==> src/rtl/uart_pkg.sv <==
// Shared definitions for the FIFO-draining UART transmitter.
//   tx_state_t : transmitter FSM states
//   DATA_BITS  : payload bits per 8N1 frame
package uart_pkg;

  localparam int unsigned DATA_BITS = 8;

  typedef enum logic [2:0] {
    IDLE,
    REQ,
    WAIT,
    START,
    DATA,
    STOP
  } tx_state_t;

endpackage

==> src/rtl/uart_baud_counter.sv <==
// Bit-period timer for the UART transmitter.
// Counts 0..CLKS_PER_BIT-1 and wraps; bit_done strobes for the single cycle
// in which the count sits on its last value, marking the end of a bit period.
//   clk      : system clock, rising edge
//   reset    : synchronous, active-high; count returns to 0
//   clear    : synchronous clear, holds the count at 0 while high
//   bit_done : one-cycle strobe on the final cycle of each bit period
module uart_baud_counter #(
  parameter int unsigned CLKS_PER_BIT = 16
) (
  input  logic clk,
  input  logic reset,
  input  logic clear,
  output logic bit_done
);

  localparam int unsigned CNT_W = $clog2(CLKS_PER_BIT);
  localparam logic [CNT_W-1:0] LAST = CNT_W'(CLKS_PER_BIT - 1);

  logic [CNT_W-1:0] count;

  always_ff @(posedge clk) begin
    if (reset || clear) begin
      count <= '0;
    end else if (count == LAST) begin
      count <= '0;
    end else begin
      count <= count + 1'b1;
    end
  end

  assign bit_done = !clear && (count == LAST);

endmodule

==> src/rtl/fifo_uart_tx.sv <==
// Drain stage for an 8-bit synchronous FIFO: pops one byte whenever the FIFO
// is non-empty and enabled, then sends it as an 8N1 UART frame, LSB first.
// Only one byte is in flight at a time.
//   clk        : system clock, rising edge
//   reset      : synchronous, active-high
//   en         : transmit enable, only looked at in IDLE
//   fifo_empty : FIFO empty flag
//   fifo_data  : FIFO registered read data (valid the cycle after the pop)
//   fifo_rd_en : FIFO read enable, one-cycle registered pulse per byte
//   tx         : serial line, idles high
//   busy       : high in every state except IDLE
module fifo_uart_tx
  import uart_pkg::*;
#(
  parameter int unsigned CLKS_PER_BIT = 16
) (
  input  logic       clk,
  input  logic       reset,
  input  logic       en,
  input  logic       fifo_empty,
  input  logic [7:0] fifo_data,
  output logic       fifo_rd_en,
  output logic       tx,
  output logic       busy
);

  localparam logic [2:0] LAST_BIT = 3'(DATA_BITS - 1);

  tx_state_t            state, state_next;
  logic [DATA_BITS-1:0] shift_q, shift_next;
  logic [2:0]           bit_idx, bit_idx_next;
  logic                 tx_q, tx_next;
  logic                 rd_q, rd_next;
  logic                 baud_clear;
  logic                 bit_done;

  // The bit timer only runs while a frame is on the line; in the pre-frame
  // states it is held cleared so START always gets a full bit period.
  assign baud_clear = (state == IDLE) || (state == REQ) || (state == WAIT);

  uart_baud_counter #(
    .CLKS_PER_BIT(CLKS_PER_BIT)
  ) u_baud (
    .clk      (clk),
    .reset    (reset),
    .clear    (baud_clear),
    .bit_done (bit_done)
  );

  always_ff @(posedge clk) begin
    if (reset) begin
      state   <= IDLE;
      shift_q <= '0;
      bit_idx <= '0;
      tx_q    <= 1'b1;
      rd_q    <= 1'b0;
    end else begin
      state   <= state_next;
      shift_q <= shift_next;
      bit_idx <= bit_idx_next;
      tx_q    <= tx_next;
      rd_q    <= rd_next;
    end
  end

  always_comb begin
    state_next   = state;
    shift_next   = shift_q;
    bit_idx_next = bit_idx;
    tx_next      = tx_q;
    rd_next      = 1'b0;

    case (state)
      IDLE: begin
        tx_next = 1'b1;
        if (en && !fifo_empty) begin
          rd_next    = 1'b1;
          state_next = REQ;
        end
      end

      // FIFO pops on the edge leaving REQ; its registered data appears in WAIT.
      REQ: begin
        state_next = WAIT;
      end

      WAIT: begin
        shift_next   = fifo_data;
        bit_idx_next = '0;
        tx_next      = 1'b0;
        state_next   = START;
      end

      START: begin
        if (bit_done) begin
          tx_next    = shift_q[0];
          state_next = DATA;
        end
      end

      // tx already carries shift_q[0]; on each boundary the register moves
      // right and the new LSB (old bit 1) goes straight onto the line.
      DATA: begin
        if (bit_done) begin
          if (bit_idx == LAST_BIT) begin
            tx_next    = 1'b1;
            state_next = STOP;
          end else begin
            shift_next   = shift_q >> 1;
            tx_next      = shift_q[1];
            bit_idx_next = bit_idx + 1'b1;
          end
        end
      end

      STOP: begin
        if (bit_done) begin
          state_next = IDLE;
        end
      end

      default: begin
        tx_next    = 1'b1;
        state_next = IDLE;
      end
    endcase
  end

  assign tx         = tx_q;
  assign fifo_rd_en = rd_q;
  assign busy       = (state != IDLE);

endmodule
==> config.mk <==
export PLATFORM = sky130hd
export DESIGN_NAME = fifo_uart_tx
export DESIGN_NICKNAME = d
export VERILOG_FILES = /design/src/rtl/uart_pkg.sv /design/src/rtl/uart_baud_counter.sv /design/src/rtl/fifo_uart_tx.sv
export SDC_FILE = /design/constraint.sdc
export NUM_CORES = 1
export LEC_CHECK = 0
export CAP_MARGIN = 20
export CORE_MARGIN = 8
export CORE_UTILIZATION = 49
export CTS_BUF_LIST = sky130_fd_sc_hd__clkbuf_8
export DETAILED_ROUTE_END_ITERATION = 8
export GPL_ROUTABILITY_DRIVEN = 1
export PLACE_DENSITY_LB_ADDON = 0.12
export SYNTH_ARGS = -nofsm -noshare
export SYNTH_HDL_FRONTEND = slang
export SYNTH_SLANG_ARGS = --single-unit
==> constraint.sdc <==
create_clock -name clk -period 1.8 [get_ports clk]
set_input_delay 0.54 -clock clk [delete_from_list [all_inputs] [get_ports clk]]
set_output_delay 0.54 -clock clk [all_outputs]
set_load 0.01 [all_outputs]
Word-level counts from Yosys, hierarchy flattened
Cells that the tools add are included.
Operators by class
  add/subtract/negate cells: 2
  multiply operators: 0
  divide/modulo/power cells: 0
  $lt $le $gt $ge: 0
  eq/ne operators: 13
  shift-type cells: 0
  multiplexer cells: 17
  bitwise operators: 2
  reductions and logical operators: 16
Operators with widths (number)
  $mux W3: 7
  $pmux W3 S6: 1
  $mux W8: 2
  $pmux W8 S2: 1
  $ne A2 B2 Y1 const B: 5
  $eq A3 B3 Y1 const B: 3
  $eq A3 B2 Y1 const B: 2
  $pmux W3 S2: 1
  $reduce_and A3 Y1: 2
  $reduce_or A2 Y1: 3
  $reduce_and A5 Y1: 1
  $add A4 B1 Y4 const B: 1
  $eq A4 B4 Y1 const B: 1
  $mux W1: 4
  $pmux W1 S4: 1
  $add A3 B1 Y3 const B: 1
  $eq A3 B1 Y1 const B: 1
  $logic_not A3 Y1: 1
  $logic_or A1 B1 Y1: 3
  $reduce_bool A3 Y1: 1
  $logic_and A1 B1 Y1: 2
  $logic_not A1 Y1: 2
  $ne A2 B1 Y1 const B: 1
  $not A1 Y1: 2
  $reduce_bool A2 Y1: 1
Word-level totals
  register bits after elaboration: 20
  bits in latches: 0
  memory bits (writable): 0
  memory bits (read-only): 0
  input bits: 12
  output and inout port bits: 3
  word-level logic and storage cells: 56
  memories: 0

Logic depth before layout (Yosys ltp)
  depth in word-level cells: 7
  depth in mapped cells: 7
  depth with buffers taken out: 6

Cells and area by module
Synthesis repeated with hierarchy kept, for this count alone.
Second synthesis, totals
  cell total of the unflattened synthesis: 110
  area total of the unflattened synthesis: 1002.2 µm²
By module, submodules not included
  fifo_uart_tx: times used 1, cells an instance 94, area each 844.6 µm²
  uart_baud_counter: times used 1, cells an instance 16, area each 157.7 µm²

Worst setup path before layout
Ideal clock, no wire load.
  path kind: register to register
  start: register bit_idx[0]
  end: register shift_q[4]
  setup time: 0.088 ns
  data arrival time: 1.651 ns
  required time: 1.712 ns
  path slack: 0.061 ns
  cell stages (with the launch flop): 8
  path through: dfxtp_1 > ha_1 > ha_1 > nor4b_4 > a2bb2oi_2 > buf_6 > nor2_1 > a311oi_2
Between the ends
  longest elaborated chain between the ends: 3
Ends and longest elaborated chain
  start: declaration: line fifo_uart_tx.sv:31  | logic [2:0] bit_idx, bit_idx_next;
  start signal: assignment: line fifo_uart_tx.sv:60  | bit_idx <= bit_idx_next;
  $eq A3 B3 Y1: line fifo_uart_tx.sv:105  | if (bit_idx == LAST_BIT) begin
  $ne A2 B2 Y1 (no line)
  $reduce_and A3 Y1 (no line)
  end signal: assignment: line fifo_uart_tx.sv:59  | shift_q <= shift_next;
  end: declaration: line fifo_uart_tx.sv:30  | logic [DATA_BITS-1:0] shift_q, shift_next;
Every way passes these cells.
A chain may end at the register's enable or synchronous reset.

Worst setup path in the final report
  start: register bit_idx[0]
  end: register shift_q[5]
The elaborated chain is that of the path after synthesis.

==> results.cfg <==
[cts]
clk_pin_slew_ns = 0.07
cts_root_buf = clkbuf_8
clk_path_buf_depth = 2
clock_latency_ns = 0.26
cts_hold_buf = 0
cts_setup_buffers = 0
clkSinkCount = 20
h-tree-depth = 1
cts_tree = built
cts_buffers = 3

[synth]
synth_top_cells_by_area = dfxtp_1, nand2_1, nor2_1
synth_area_leader_cell = dfxtp_1
async_reset_ff_share_pct = 0
synth_ff_type = dfxtp_1
ys_seq_area_share_pct = 40.3
ys_top_cells_by_count = dfxtp_1, nand2_1, nor2_1
synth_edf_count = 0
syn_area_um2 = 993
synth-seq-cells = 20
yosysMostFrequentCell = dfxtp_1
ys_types = 36
yosys.area.top_type_share_pct = 40.3
netlist_instances = 113
synth_nets = 128
syn_avg_cell_area_um2 = 8.79
yosysWarningCount = 0

[timing]
skew_ns = 0.00229
setup_viol = 0
tns_ns = 0
timing.final.crit_share_pct = 93.3
slew_violations = 0
rsz0062_at_grt = false
fmax_mhz = 595
slew-limit-headroom_pct = 79.4
whs_ns = 0.459
worst_pin_slew_ns = 0.310
fin_crit_ns = 1.68
finalHoldViolCount = 0

[finish]
register_area_um2 = 400
nets = 146
diodes = 0
final_cells = 157
drive_above_1_share_pct = 16.9
n_fill_cell = 179
multi_input_area_um2 = 551
fin_area_um2 = 1250
area_growth_pct = 25.6

[global_route]
grt_overflow = 0
grt_max_degree = 18
grt_use_total_pct = 11.3
grt_first_pass_wirelength_um = 3240
antenna_found_initial = 0
grt_pass1_vias = 786

[die]
fp.dieArea_um2 = 3720
die_width_um = 61.0
initial_utilization_pct = 51.2
core_area_um2 = 1940
pin_count = 15
die_h_um = 61.0
std_cell_rows = 16

[pwr]
power_switching_uw = 224
ir_worst_vdd_uv = 489
power.density_nw_per_um2 = 768
p_clk_share_pct = 35.6
p_seq_share_pct = 49.5
p_comb_share_pct = 14.9
sw_frac_of_total_pct = 23.4
p_leak_uw = 0.000459
p_int_uw = 734

[status]
outcome = complete, no violations

[critical_path]
crit_arrival_ns = 1.85
critPathRequiredTime_ns = 1.97
critPathCaptureType = flop
crit_chain = ha_1 > ha_2 > nor4b_4 > a2bb2oi_2 > buf_12 > nor2_1 > a311oi_2
cp-start-kind = flop
cp_max_fo = 14
path_class = flop to flop
crit_family = compound AO/OA/AOI/OAI gates
critPathBufInv = 1
critical-path-max-stage-delay_ns = 0.33
critPathSlowestCell = dfxtp_1

[placement]
place.gp.congestion = 0.773
port_buffers = 14
hpwl_um = 1420
placed_cell_area_um2 = 1190
dpl.cell_count = 153

[worst_hold_path]
hold_class = flop to flop

[detailed_routing]
drc = 0
drt-total-wl_um = 1930
vias = 818
postRouteAntennaNets = 0
vias_per_cell = 5.21
dr.pass1.iters = 4
routedWlPerCell_um = 12.3
drtIter0Drc = 11

[job]
cap_viol_max_count = 0
## cell families after synthesis
group           count (synthesis)  share of synthesized area [%]
xor+xnor                        2                           1.76
fa+ha+maj                       3                           3.78
flops                          20                           40.3
mux                             2                           2.14
compound gates                 24                           20.3
simple gates                   52                           27.2
buf+inv                        10                           4.53
## routing by layer
layer | global-route usage, % | share of wire, %
met5 | 0 | 0
met4 | 3.99 | 1.4
met3 | 3.97 | 6.2
met2 | 16.7 | 44
met1 | 14.6 | 49
## registers in the layout (all words and copies together) (netlist names)
name          cells
tx                1
shift_q           8
state             3
fifo_rd_en        1
bit_idx           3
u_baud.count      4
## what timing repair did
| item | CTS | global route |
|---|---|---|
| pin swaps | 0 | 2 |
| endpoints found under the setup margin | 1 | 8 |
| resized for setup | 1 | 3 |
## per-stage QoR
step | utilization, % | total power, uW | worst slack [ns]
floorplan | - | 571 | 0.0612
global placement | 61.5 | 629 | 0.104
detailed placement | 61.5 | 632 | 0.0668
CTS | 64.3 | 977 | 0.00277
global route | 64.2 | 1000 | 0.00508
finish | 64.2 | 958 | 0.120
## final timing paths
path              startpoint         endpoint  slack [ns]  cells past startpoint
max reg2reg       bit_idx[0]       shift_q[5]        0.12                      7
max               bit_idx[0]       shift_q[5]        0.12                      7
min          u_baud.count[0]  u_baud.count[0]        0.46                      1
min reg2reg  u_baud.count[0]  u_baud.count[0]        0.46                      1
## power groups by stage
stage / clock (uW) / sequential, uW / combinational, uW
after detailed placement: 0 / 485 / 147
after floorplan: 0 / 489 / 82.6
after global routing: 369 / 477 / 157
after global placement: 0 / 484 / 145
final: 341 / 474 / 143
after CTS: 358 / 474 / 145
## worst reg2reg max path, delay by kind of cell, from the launching register on
| family | cells | cell delay, ns |
|---|---|---|
| fa+ha+maj | 2 | 0.40 |
| buf+inv | 1 | 0.16 |
| simple gates | 2 | 0.30 |
| compound gates | 2 | 0.42 |
| flops | 1 | 0.33 |
## cells in the final DEF, fill, tap and decap left out, types with 2 or more instances in the layout
cell / instances
a22oi_1: 2
o21ai_0: 3
a311oi_1: 4
inv_1: 2
nor3_1: 3
or3_1: 2
a21oi_1: 5
nand2_1: 17
nand3_1: 2
a311oi_2: 3
dfxtp_1: 20
buf_4: 6
clkbuf_8: 4
clkdlybuf4s50_1: 13
ha_1: 2
nor2_1: 16
nor3b_2: 2
nand2b_1: 3
## area by class of cell
type / instances / area share [%]
well taps: 27 / 2.71
flip-flops and latches: 20 / 32.1
repair buffers: 21 / 16.0
clock buffers: 4 / 4.41
multi-input cells: 83 / 44.1
inverters: 2 / 0.602
Note: power is estimated with default switching activity, not from simulation.
==> RTL change 1, RTL diff (config.mk and constraints unchanged) <==
`CLKS_PER_BIT` is set to 16 in 2 places; all go to 32.
--- a/src/rtl/uart_baud_counter.sv
+++ b/src/rtl/uart_baud_counter.sv
@@ -7,5 +7,5 @@
 //   bit_done : one-cycle strobe on the final cycle of each bit period
 module uart_baud_counter #(
-  parameter int unsigned CLKS_PER_BIT = 16
+  parameter int unsigned CLKS_PER_BIT = 32
 ) (
   input  logic clk,
--- a/src/rtl/fifo_uart_tx.sv
+++ b/src/rtl/fifo_uart_tx.sv
@@ -13,5 +13,5 @@
   import uart_pkg::*;
 #(
-  parameter int unsigned CLKS_PER_BIT = 16
+  parameter int unsigned CLKS_PER_BIT = 32
 ) (
   input  logic       clk,
Function: same outputs for any inputs over 10 cycles, from zero or initial values and one cycle with reset high; that may be too few to reach the edited logic, so the function may still have changed.
==> RTL change 1 against the original RTL <==
- wire length grew 15%
- synthesized area grew 7.9%
- sequential cell count grew 1
- design area grew 8.0%
- sequential share of layout area shrank 0.90 points
- total power shrank 1.4%
- worst setup slack lost 51 ps
- non-clock buffer count grew 4
- die area grew 5.8%
- utilization shrank 1.5 points
- synthesized cell count grew 3.5%
- register-to-register slack is essentially flat
- first-iteration DRC count grew 36%
==> RTL change 1: results (changes against the original RTL) <==
| Metric | Value |
|---|---|
| Status | `finished clean` |
| Crit path from | `state[2]` |
| Synth Net Count | `133 (+3.9%)` |
| Leakage power | `0.0005178 uW (+13%)` |
| Placement Cell Area | `1300 um2 (+8.8%)` |
| Crit-path max FO | `2 (-12)` |
| Biggest regs | `shift_q x8, u_baud.count x5` |
| Worst IR Drop VDD | `0.4656 mV (-4.8%)` |
| Share of cells above drive strength 1 | `0.1314 (-0.03784)` |
| CTS H-Tree Depth | `1 (unchanged)` |
| Vias in the first global route | `859 (+9.3%)` |
| DR vias | `897 (+9.7%)` |
| Largest net degree at the start of global routing | `22 (+4)` |
| Yosys warns | `0 (unchanged)` |
| DP HPWL | `1.650 mm (+16%)` |
| Final nets | `154 (+5.5%)` |
| Initial antenna violation count | `0 (unchanged)` |
| Min-Delay Path Depth | `1 (unchanged)` |
| Pins Over Slew Limit | `0 (unchanged)` |
| Placer's final routability congestion estimate | `0.7514 (-2.8%)` |
| Commonest cells post-synth | `dfxtp_1, a21oi_1, mux2i_1, nand2b_1` |
| Prevailing post-synth register cell | `dfxtp_1` |
| Slowest stage delay, CP | `380 ps (+50 ps)` |
| Crit path max-delay family | `simple AND/OR/NAND/NOR gates` |
| Post-Route WL | `2.223 mm (+15%)` |
| CP max stage cell | `or3_1` |
| R2R Path Start | `u_baud.count[0]` |
| IO Port Bufs | `14 (unchanged)` |
| Hold Path Class | `reg2reg` |
| Proportion of synthesized chip area in sequential cells | `0.3921 (-0.01096)` |
| DRT iter0 DRCs | `15 (+4)` |
| First-pass GRT wire length | `3.726 mm (+15%)` |
| Worst EP arrival | `1190 ps (-660 ps)` |
| Fillers | `199 (+11%)` |
| Synth area leaders | `dfxtp_1, mux2i_1, o311ai_0` |
| Cell variety after synth | `32 (-11%)` |
| Max Root-Sink Buffers | `2 (unchanged)` |
| Worst Tran Pin Value | `317.9 ps (+8.247 ps)` |
| Inst Count DP | `161 (+5.2%)` |
| Drt wl/cell | `13.47 um (+9.9%)` |
| Post-Synthesis Cells | `117 (+3.5%)` |
| GRT Util Overall | `0.1163 (+0.003575)` |
| Skew-Pair Late Insertion Delay | `260 ps (about the same)` |
| Worst Skew | `3.736 ps (+1.450 ps)` |
RTL change 1: cell types whose count changed in the layout (fill, tap and decap cells not counted), moves of 4 or more:
cell      change
buf_4         +4
nand2b_1      +6
nor2_1        -9
a311oi_1      -4
o311ai_0      +6
mux2i_1       +9
nand2_1      -13
a21oi_1       +7
RTL change 1: per-stage QoR:
step                  util  setup slack, ps
global route        0.6273            17.15
finish              0.6273            69.16
global placement    0.6051            107.0
detailed placement  0.6051            74.76
CTS                 0.6255            8.554
floorplan                -            252.9
RTL change 1: final timing paths:
path,endpoint,slack (ps)
worst max register to register,bit_idx[1],120
worst min-delay path,u_baud.count[0],450
worst min register to register,u_baud.count[0],450
worst max-delay path,busy,70
RTL change 1: per-layer routing:
layer	vias up	routed length [um]	GRT usage
met3	2	85	0.04480
met2	14	1091	0.2005
li1	467	-	-
met1	414	1017	0.1195
met4	0	29	0.05983
met5	-	0	0
RTL change 1: repair_timing:
action	CTS	global route
cloned	0	0
gates resized for setup	1	3
hold buffers	0	0
setup buffers	0	0
pin swaps	0	1
endpoints found under the setup margin	1	8
RTL change 1: cell families (layout without fill, tap and decap cells):
family / count (synthesis) / after routing / synth area share
AOI/OAI and AO/OA: 31 / 31 / 0.1972
xor gates and xnor gates: 2 / 2 / 0.01634
adders and majority gates: 4 / 4 / 0.04668
buffers and inverters: 10 / 30 / 0.04316
DFF: 21 / 21 / 0.3921
muxes: 10 / 10 / 0.09335
and+or+nand+nor: 39 / 39 / 0.2112
RTL change 1: cell type report:
cell class              instances  area [um2]  share of cell area
clock buffers                   3       41.29             0.03064
multi-input cells              86       608.1              0.4513
well taps                      28       35.03             0.02600
flip-flops and latches         21       420.4              0.3120
repair buffers                 25       235.2              0.1746
clock inverters                 1       3.754            0.002786
inverters                       1       3.754            0.002786
RTL change 1: worst reg2reg max path, stage by stage, from the launching register on:
cell and delay, ps:
dfxtp_1 360, ha_1 190, and3_1 170, ha_2 200
nand4bb_1 180, a21oi_4 200, buf_12 130, mux2i_1 180
RTL change 1: where the power goes:
part | switching [uW] | total, uW | internal (uW)
logic | 67.4 | 151 | 83.7
registers | 11.7 | 497 | 485
clock network | 146 | 298 | 152
total | 225 | 945 | 720
==> RTL change 2, RTL diff (config.mk and constraints unchanged) <==
Made on the original files. `shift_q` no longer has a reset.
--- a/src/rtl/fifo_uart_tx.sv
+++ b/src/rtl/fifo_uart_tx.sv
@@ -51,5 +51,4 @@
     if (reset) begin
       state   <= IDLE;
-      shift_q <= '0;
       bit_idx <= '0;
       tx_q    <= 1'b1;
@@ -57,9 +56,12 @@
     end else begin
       state   <= state_next;
-      shift_q <= shift_next;
       bit_idx <= bit_idx_next;
       tx_q    <= tx_next;
       rd_q    <= rd_next;
     end
+  end
+
+  always_ff @(posedge clk) begin
+    shift_q <= shift_next;
   end
 
Behaviour: no difference found for any inputs over 10 cycles, from zero or initial values and one cycle with reset high; that may be too few to reach the edited logic, so the function may still have changed.
==> RTL change 2 against the original RTL <==
- via count shrank 12%
- worst setup slack worse by 52 ps
- combinational power is 22% lower
- wire length decreased by 9.1%
- die area fell by 2.3%
- design area fell by 2.5%
- synthesized area down 3.1%
- total power shrank 6.1%
- sequential power up 4.6%
- sequential cell count unchanged
- highest routed layer is now met3
==> RTL change 2: results (changes against the original RTL) <==
| Metric | Value |
|---|---|
| DR vias | `718 (-12%)` |
| Inst Count DP | `132 (-14%)` |
| Vias/cell | `5.279 (+1.3%)` |
| Status | `finished clean` |
| First-pass GRT wire length | `2.904 mm (-10%)` |
| CP max stage cell | `or3_1` |
| Hold WS | `464.4 ps (+5.614 ps)` |
| Finished Core Util | `0.6395 (-0.002923)` |
| Slowest stage delay, CP | `380 ps (+50 ps)` |
| Depth of the most critical reg-to-reg path | `4 (-3)` |
| Fin crit period | `1731 ps (+51.60 ps)` |
| Comb pwr | `111 uW (-22%)` |
| Fillers | `153 (-15%)` |
| GRT Util Overall | `0.1028 (-0.01002)` |
| Post-Route WL | `1.749 mm (-9.1%)` |
| Placer's final routability congestion estimate | `0.6956 (-10%)` |
| R2r endpoint | `shift_q[1]` |
| Nonclk inv count | `1 (-1)` |
| Clock-cell share of area | `0.03704 (-0.007095)` |
| R2R Path Start | `state[2]` |
| Commonest cells post-synth | `dfxtp_1, edfxtp_1, mux2_2, nand3_1, nor2_1` |
| #MultiIn Comb | `62 (-25%)` |
| Mean Syn Cell Area | `10.81 um2 (+23%)` |
| Register area | `480.5 um2 (+20%)` |
| NonClk Buf Share | `0.1646 (+0.004128)` |
| Placement Cell Area | `1171 um2 (-2.0%)` |
| Leakage power | `0.0004704 uW (+2.4%)` |
| Multi-input gate area | `452.9 um2 (-18%)` |
| Clk_buf instances | `3 (-1)` |
| Synth Net Count | `104 (-19%)` |
| R2R setup slack | `210 ps (+90 ps)` |
| Crit-path max FO | `2 (-12)` |
| Synth area leaders | `dfxtp_1, edfxtp_1, mux2_2` |
RTL change 2: cell count changes after synthesis, moves of 2 or more:
cell | before | now
a22oi_1 | 2 | 0
nor4b_1 | 0 | 2
dfxtp_1 | 20 | 12
nor2b_1 | 0 | 2
a311oi_2 | 3 | 0
nand2_1 | 17 | 4
nand3_1 | 2 | 5
o21ai_1 | 0 | 2
mux2_2 | 1 | 7
nor3b_2 | 2 | 0
a311oi_1 | 4 | 0
edfxtp_1 | 0 | 8
clkbuf_1 | 6 | 4
nor2_1 | 16 | 5
RTL change 2: worst max-delay path by stage:
| stage | from | to |
|---|---|---|
| floorplan | state[1] | shift_q[0] |
| global placement | reset | u_baud.count[1] |
| detailed placement | reset | state[0] |
| CTS | state[1] | busy |
| global route | state[1] | busy |
| finish | state[1] | busy |
RTL change 2: layer usage:
| layer | up-vias | track usage | part of all wire |
|---|---|---|---|
| li1 | 364 | - | - |
| met1 | 344 | 0.1213 | 0.46 |
| met2 | 10 | 0.1753 | 0.50 |
| met3 | 0 | 0.02796 | 0.039 |
| met4 | 0 | 0.03061 | 0 |
| met5 | - | 0 | 0 |
RTL change 2: what timing repair did:
action,CTS,global route
setup buffers,0,0
endpoints found under the setup margin,1,1
resized for setup,1,1
RTL change 2: cells by family after synthesis:
family | count (synthesis) | synth area share
xor+xnor | 3 | 0.02731
mux | 7 | 0.08193
compound gates | 14 | 0.08844
buf+inv | 7 | 0.02989
simple gates | 35 | 0.2341
flops | 20 | 0.4993
fa+ha+maj | 3 | 0.03902
RTL change 2: critical path: cells and delay by family (launching register included):
kind,cells,cell delay (ps)
AND/OR/NAND/NOR,1,380
flip-flops,1,310
buffers and inverters,1,240
